### config.mk
export PLATFORM = sky130hd
export DESIGN_NAME = vend_dispense_ctrl
export DESIGN_NICKNAME = d
export VERILOG_FILES = /design/src/rtl/vend_pkg.sv /design/src/rtl/sync_rise_det.sv /design/src/rtl/vend_dispense_ctrl.sv
export SDC_FILE = /design/constraint.sdc
export NUM_CORES = 1
export LEC_CHECK = 0
export CORE_AREA = 2 2 62 46
export CTS_BUF_LIST = sky130_fd_sc_hd__clkbuf_16
export DETAILED_ROUTE_END_ITERATION = 12
export DIE_AREA = 0 0 64 48
export PLACE_DENSITY = 0.66
export SYNTH_ARGS = -nofsm -noshare
export SYNTH_HDL_FRONTEND = slang
export SYNTH_SLANG_ARGS = --single-unit
### constraint.sdc
create_clock -name clk -period 2.5 [get_ports clk]
set_clock_uncertainty 0.1 [all_clocks]
set_input_delay 0.25 -clock clk [delete_from_list [all_inputs] [get_ports clk]]
set_output_delay 0.25 -clock clk [all_outputs]
set_load 0.03 [all_outputs]
### src/rtl/vend_pkg.sv
// vend_pkg: state encoding and widths shared by the vending credit and dispense controllers
package vend_pkg;

    localparam int CREDIT_W = 2;

    typedef enum logic [2:0] {
        IDLE,
        VEND,
        CHG_HI,
        CHG_LO,
        DENY
    } vend_state_t;

    function automatic int max_of(input int a, input int b);
        return (a > b) ? a : b;
    endfunction

endpackage

### src/rtl/sync_rise_det.sv
// sync_rise_det: two-flop synchronizer for an asynchronous input plus a one-cycle rising-edge pulse
module sync_rise_det (
    input  logic clk,
    input  logic rst_n,
    input  logic d_i,
    output logic rise_o
);

    logic s1_q, s2_q, prev_q;

    // Synchronizer chain; prev_q keeps tracking so a held input yields a single pulse
    always_ff @(posedge clk or negedge rst_n) begin
        if (!rst_n) begin
            s1_q   <= 1'b0;
            s2_q   <= 1'b0;
            prev_q <= 1'b0;
        end else begin
            s1_q   <= d_i;
            s2_q   <= s1_q;
            prev_q <= s2_q;
        end
    end

    assign rise_o = s2_q & ~prev_q;

endmodule

### src/rtl/vend_dispense_ctrl.sv
// vend_dispense_ctrl: runs the dispense motor and returns change, or flashes deny, on each BUY press
module vend_dispense_ctrl
    import vend_pkg::*;
#(
    parameter int PRICE        = 2,
    parameter int DISP_CYCLES  = 16,
    parameter int PULSE_CYCLES = 4,
    parameter int GAP_CYCLES   = 4,
    parameter int DENY_CYCLES  = 8
) (
    input  logic                clk,
    input  logic                rst_n,
    input  logic [CREDIT_W-1:0] credit_i,
    input  logic                buy_raw_i,
    output logic                clear_credit_o,
    output logic                dispense_o,
    output logic                change_pulse_o,
    output logic                deny_o,
    output logic                busy_o
);

    localparam int MAXC = max_of(max_of(DISP_CYCLES, PULSE_CYCLES), max_of(GAP_CYCLES, DENY_CYCLES));
    localparam int TW   = $clog2(MAXC) + 1;
    localparam logic [TW-1:0]       T_DISP  = TW'(DISP_CYCLES - 1);
    localparam logic [TW-1:0]       T_PULSE = TW'(PULSE_CYCLES - 1);
    localparam logic [TW-1:0]       T_GAP   = TW'(GAP_CYCLES - 1);
    localparam logic [TW-1:0]       T_DENY  = TW'(DENY_CYCLES - 1);
    localparam logic [CREDIT_W-1:0] PRICE_C = CREDIT_W'(PRICE);

    if (PRICE < 1 || PRICE > 3) begin : g_bad_price
        $error("vend_dispense_ctrl: PRICE must be in 1..3");
    end
    if (DISP_CYCLES < 1 || PULSE_CYCLES < 1 || GAP_CYCLES < 1 || DENY_CYCLES < 1) begin : g_bad_cycles
        $error("vend_dispense_ctrl: cycle parameters must be >= 1");
    end

    vend_state_t         state_q, state_d;
    logic [TW-1:0]       tmr_q, tmr_d;
    logic [CREDIT_W-1:0] chg_q, chg_d;
    logic                buy_edge;
    logic                clear_d, dispense_d, change_d, deny_d, busy_d;

    sync_rise_det u_buy_sync (
        .clk    (clk),
        .rst_n  (rst_n),
        .d_i    (buy_raw_i),
        .rise_o (buy_edge)
    );

    // State, timer and pending-change registers
    always_ff @(posedge clk or negedge rst_n) begin
        if (!rst_n) begin
            state_q <= IDLE;
            tmr_q   <= '0;
            chg_q   <= '0;
        end else begin
            state_q <= state_d;
            tmr_q   <= tmr_d;
            chg_q   <= chg_d;
        end
    end

    // Next state: credit is sampled only when a vend is committed; buy edges outside IDLE are dropped
    always_comb begin
        state_d = state_q;
        tmr_d   = tmr_q;
        chg_d   = chg_q;
        case (state_q)
            IDLE: begin
                if (buy_edge && credit_i >= PRICE_C) begin
                    state_d = VEND;
                    chg_d   = credit_i - PRICE_C;
                    tmr_d   = T_DISP;
                end else if (buy_edge) begin
                    state_d = DENY;
                    tmr_d   = T_DENY;
                end
            end
            VEND: begin
                if (tmr_q != '0) begin
                    tmr_d = tmr_q - 1'b1;
                end else begin
                    state_d = (chg_q != '0) ? CHG_HI : IDLE;
                    tmr_d   = T_PULSE;
                end
            end
            CHG_HI: begin
                if (tmr_q != '0) begin
                    tmr_d = tmr_q - 1'b1;
                end else begin
                    state_d = CHG_LO;
                    chg_d   = chg_q - 1'b1;
                    tmr_d   = T_GAP;
                end
            end
            CHG_LO: begin
                if (tmr_q != '0) begin
                    tmr_d = tmr_q - 1'b1;
                end else begin
                    state_d = (chg_q != '0) ? CHG_HI : IDLE;
                    tmr_d   = T_PULSE;
                end
            end
            DENY: begin
                if (tmr_q != '0) tmr_d = tmr_q - 1'b1;
                else             state_d = IDLE;
            end
            default: state_d = IDLE;
        endcase
    end

    // Output decode from the upcoming state so the registered outputs line up with the state
    always_comb begin
        clear_d    = (state_q == IDLE) && (state_d == VEND);
        dispense_d = (state_d == VEND);
        change_d   = (state_d == CHG_HI);
        deny_d     = (state_d == DENY);
        busy_d     = (state_d != IDLE);
    end

    // Glitch-free registered outputs, cleared asynchronously by reset
    always_ff @(posedge clk or negedge rst_n) begin
        if (!rst_n) begin
            clear_credit_o <= 1'b0;
            dispense_o     <= 1'b0;
            change_pulse_o <= 1'b0;
            deny_o         <= 1'b0;
            busy_o         <= 1'b0;
        end else begin
            clear_credit_o <= clear_d;
            dispense_o     <= dispense_d;
            change_pulse_o <= change_d;
            deny_o         <= deny_d;
            busy_o         <= busy_d;
        end
    end

endmodule

== After elaboration in Yosys (flattened, before gate mapping) ==
Cells that the tools add are included.

* Register bits: 18
* Input bits: 5

* $add $sub $neg: 3
* $lt $le $gt $ge: 1
* Equal/unequal tests: 11
* Multiplexer cells: 15
* Bitwise operators: 2
* Reductions and logical operators: 12

{| class="wikitable"
|+ Operators with widths
! operator !! number
|-
| $mux 5 || 4
|-
| $mux 3 || 5
|-
| $pmux 5 s3 || 1
|-
| $pmux 3 s4 || 1
|-
| $eq 3x2->1 const B || 3
|-
| $eq 3x1->1 const B || 2
|-
| $eq 3x3->1 const B || 2
|-
| $mux 2 || 3
|-
| $ne 2x2->1 const B || 3
|-
| $reduce_and 3->1 || 2
|-
| $reduce_bool 3->1 || 2
|-
| $reduce_bool 5->1 || 1
|-
| $sub 5x1->5 const B || 1
|-
| $pmux 2 s2 || 1
|-
| $reduce_bool 2->1 || 2
|-
| $logic_not 3->1 || 1
|-
| $ne 3x3->1 const B || 1
|-
| $reduce_or 3->1 || 1
|-
| $ge 2x2->1 const B || 1
|-
| $logic_and 1x1->1 || 2
|-
| $reduce_or 2->1 || 1
|-
| $sub 2x1->2 const B || 1
|-
| $sub 2x2->2 const B || 1
|-
| $and 1x1->1 || 1
|-
| $not 1->1 || 1
|}

== Longest topological paths before layout ==
* Word-level depth: 7
* Depth in mapped cells: 7
* Mapped depth without buffers: 6

== Hierarchy ==
From an unflattened synthesis, not the netlist that was laid out.

* Cells, all modules: 110
* Area total of the unflattened synthesis: 1026.0 um^2

{| class="wikitable"
|+ By module, submodules not included
! module !! times used !! cells each !! area an instance (um^2) !! seq. area each (um^2)
|-
| vend_dispense_ctrl || 1 || 106 || 937.1 || 375.4
|-
| sync_rise_det || 1 || 4 || 88.8 || 75.1
|}

== Least setup slack after synthesis ==
OpenSTA, ideal clock, no wires.

* Path type: reg2reg
* Start point: reg tmr_q[0]
* End point: reg dispense_o
* Setup time: 119 ps
* Data arrival time: 1652 ps
* Required time: 2281 ps
* Path slack: 629 ps
* Stages on the path, launching flop included: 8
* Buffers on the path: 1
* Period minus slack after synthesis: 1871 ps
* Cell sequence: dfrtp_1 -> inv_1 -> ha_1 -> or4b_1 -> buf_2 -> a22oi_1 -> o211ai_1 -> and2_1

* Cells in the longest elaborated chain, start to end: 4
* Elaborated cells on any way between the ends: 6

{| class="wikitable"
|+ Ends and longest elaborated chain
! item !! line !! RTL
|-
| start: declaration || vend_dispense_ctrl.sv:38 || <nowiki>logic [TW-1:0] tmr_q, tmr_d;</nowiki>
|-
| start signal: assignment || vend_dispense_ctrl.sv:58 || <nowiki>tmr_q <= tmr_d;</nowiki>
|-
| $reduce_bool 5->1 * || n/a ||
|-
| $mux 3, on equally long branches || n/a ||
|-
| $pmux 3 s4 * || vend_dispense_ctrl.sv:68 || <nowiki>case (state_q)</nowiki>
|-
| $eq 3x1->1 * || vend_dispense_ctrl.sv:115 || <nowiki>dispense_d = (state_d == VEND);</nowiki>
|-
| named net dispense_d || vend_dispense_ctrl.sv:41 || <nowiki>logic clear_d, dispense_d, change_d, deny_d, busy_d;</nowiki>
|-
| end signal: assignment || vend_dispense_ctrl.sv:131 || <nowiki>dispense_o <= dispense_d;</nowiki>
|-
| end: declaration || vend_dispense_ctrl.sv:16 || <nowiki>output logic dispense_o,</nowiki>
|}

Mark *: on every way through the listed nets, which the timed path passes. The rest lies on a longest branch.
A chain may end at the register's enable or synchronous reset.

== Worst setup path after layout ==
Ends and elaborated chain as after synthesis.

==> flow_summary.json <==
{
  "outcome": "completed",
  "synth_cell_type_count": 32,
  "gp_congestion": 0.8536,
  "power.leakage_nw": 0.4778,
  "synth.net_count": 110,
  "syn_area_um2": 945.9,
  "drc": 0,
  "seqPwrFrac_pct": 37.9,
  "setup_viol": 0,
  "track_usage_pct": 13.52,
  "firstDrtPassIters": 3,
  "drive_above_1_share_pct": 8.257,
  "synth.most_common_cell": "dfrtp_1",
  "r2r_start": "tmr_q[0]$_DFFE_PN0P_",
  "yosysWarningCount": 0,
  "wl_per_cell_um": 12.24,
  "pwr_density_cell_nw_per_um2": 1091,
  "htreeDepth": 1,
  "yosys-top-cells-count": "dfrtp_1 (18), a21oi_1 (12), nand2_1 (9)",
  "path_class": "reg -> reg",
  "synth_top_area_share_pct": 47.62,
  "setup-tns-final_ns": 0,
  "grt_pass1_wl_um": 3015,
  "die_h_um": 48,
  "cts_buffer_depth": 2,
  "numCtsBuffers": 3,
  "cpPeakStageDelay_ns": 0.59,
  "syn2layout_area_growth_pct": 19.58,
  "combinationalPowerShare_pct": 37.6,
  "cp_top_family": "simple AND/OR/NAND/NOR gates",
  "worstMarginPinSlew_ns": 0.7796,
  "drv_cap": 0,
  "slew_viol_final": 0,
  "ant_nets": 0,
  "cp-start-kind": "flop",
  "critPathSlowestCell": "or4b_1",
  "final_cell_area_um2": 1131,
  "maxSlewHeadroom_pct": 47.86,
  "vias": 740,
  "grt_pass1_vias": 673,
  "power_switching_w": 0.0004522,
  "holdPathEnd": "u_buy_sync.s2_q$_DFF_PN0_",
  "fmax_ghz": 0.4870,
  "post_cts_buffers": 0,
  "ioPinCount": 10,
  "yosys_register_bits": 18,
  "core_area_um2": 2421,
  "path_buf_inv": 1,
  "final_util_pct": 46.72,
  "cts_tree": "yes",
  "die_w_um": 64,
  "vias_per_cell": 5.175,
  "vdd_drop_max_mv": 0.8362,
  "cp-end-kind": "flop",
  "crit_required_ns": 2.53,
  "cts_resized": 0,
  "start_util_pct": 39.07,
  "antenna_cells": 0,
  "p_sw_share_pct": 36.63,
  "synthCells": 103,
  "routed_wirelength_um": 1751,
  "r2r_setup_slack_ns": 0.45,
  "rsz0062_at_grt": "no",
  "hold_viol_final": 0,
  "critical_path.cell_chain": "inv_1 > ha_1 > or4b_1 > a22oi_1 > o211ai_1 > and2_1",
  "nets": 118,
  "synthTopCellsByArea": "dfrtp_1 (48%), a21oi_1 (6.3%), nand2_1 (3.6%), nand3_1 (3.2%), o211ai_1 (3.2%)",
  "synth.avg_cell_area_um2": 9.184,
  "clock_latency_ns": 0.24,
  "ys.flop_type": "dfrtp_1",
  "power.internal_w": 0.0007822,
  "cts_sinks": 18,
  "grt_max_degree": 21,
  "placedInstanceArea_um2": 1056,
  "holdBufCountCts": 0,
  "ys_seq_area_share_pct": 47.62,
  "port_buffers": 9,
  "drtIter0Drc": 15,
  "worstHoldPathCells": 0,
  "synth_enable_flop_cells": 0,
  "fin_crit_sh_pct": 82.13,
  "antenna_found_initial": 0,
  "fin_crit_ns": 2.053,
  "synthArstFlopShare_pct": 100.0,
  "hp-class": "reg -> reg",
  "die-area_um2": 3072,
  "grt_remaining_overflow": 0,
  "r2r_cells": 6,
  "critPathMaxFanout": 7,
  "dp_hpwl_um": 1279,
  "hp-start": "u_buy_sync.s1_q$_DFF_PN0_",
  "rows": 15,
  "cts_root_buffer": "clkbuf_16",
  "r2r_end": "dispense_o$_DFF_PN0_",
  "p_clk_share_pct": 24.6,
  "path_clk_slew_ns": 0.05,
  "synth_top_area_cell": "dfrtp_1",
  "arrival_ns": 2.08
}
-- power groups by stage --
| stage | Sequential, W | Clock (W) | Combinational [W] |
|---|---|---|---|
| CTS | 0.000465 | 0.000315 | 0.000467 |
| detailed placement | 0.000469 | 0 | 0.000465 |
| global placement | 0.000467 | 0 | 0.000459 |
| finish | 0.000467 | 0.000303 | 0.000464 |
| floorplan | 0.000461 | 0 | 0.000353 |
| global route | 0.000482 | 0.000325 | 0.000518 |
-- worst max path at each step --
| stage | startpoint | endpoint | cells past startpoint |
|---|---|---|---|
| 2_1_floorplan | tmr_q[0]$_DFFE_PN0P_ | dispense_o$_DFF_PN0_ | 7 |
| 4_1_cts | tmr_q[0]$_DFFE_PN0P_ | dispense_o$_DFF_PN0_ | 6 |
| 3_3_place_gp | tmr_q[0]$_DFFE_PN0P_ | dispense_o$_DFF_PN0_ | 6 |
| 5_1_grt | tmr_q[0]$_DFFE_PN0P_ | dispense_o$_DFF_PN0_ | 6 |
| 6_report | tmr_q[0]$_DFFE_PN0P_ | dispense_o$_DFF_PN0_ | 6 |
| 3_5_place_dp | tmr_q[0]$_DFFE_PN0P_ | dispense_o$_DFF_PN0_ | 6 |
-- metrics by stage --
| stage | total power, W | setup WS [ns] | hold WS, ns | std cells |
|---|---|---|---|---|
| global route | 0.001325 | 0.3017 | 0.2542 | 143 |
| floorplan | 0.0008142 | 0.6290 | -0.1456 | 103 |
| global placement | 0.0009254 | 0.5442 | 0.2330 | 140 |
| finish | 0.001234 | 0.4466 | 0.2452 | 143 |
| CTS | 0.001247 | 0.4543 | 0.2488 | 143 |
| detailed placement | 0.0009341 | 0.4620 | 0.2371 | 140 |
-- layout make-up --
cell class                 count  area (µm²)
clock buffer                   3       75.07
fill                         213        1290
multi-input combinational     73       446.7
sequential                    18       450.4
timing repair buffer          10       97.59
tap                           34       42.54
inverter                       5       18.77
-- kinds of logic (layout without fill, tap and decap cells) --
kind of cell / after synthesis / after routing / share of synthesized area (%)
AO/OA/AOI/OAI: 29 / 29 / 19.31
XOR/XNOR: 1 / 1 / 0.9261
adder cells (fa/ha/maj): 3 / 3 / 3.835
buffers and inverters: 12 / 18 / 5.158
flip-flops: 18 / 18 / 47.62
AND/OR/NAND/NOR: 40 / 40 / 23.15
-- sequential cells by signal, summed over array words and instances, names as in the netlist --
register,flops
tmr_q,5
state_q,3
chg_q,2
busy_o,1
change_pulse_o,1
clear_credit_o,1
deny_o,1
dispense_o,1
u_buy_sync.prev_q,1
u_buy_sync.s1_q,1
u_buy_sync.s2_q,1
-- cells in the final DEF (no fill, tap or decap), drive strengths merged, types with 2 or more instances in the layout --
master,n
nor3,3
nor2,7
a22oi,3
or2,2
nand2,9
nand2b,3
a21oi,12
dfrtp,18
o211ai,4
and2,2
o21ai,4
ha,2
inv,5
nand3,6
clkbuf,3
clkdlybuf4s50,9
-- routing by layer --
layer	share of wire, %	up-vias	global-route usage [%]
met5	0	-	0
met4	1.6	0	6.087
met3	5.7	4	5.882
met2	43	15	22.29
met1	50	340	15.87
li1	-	381	-
Power figures use the tool's default switching activity.
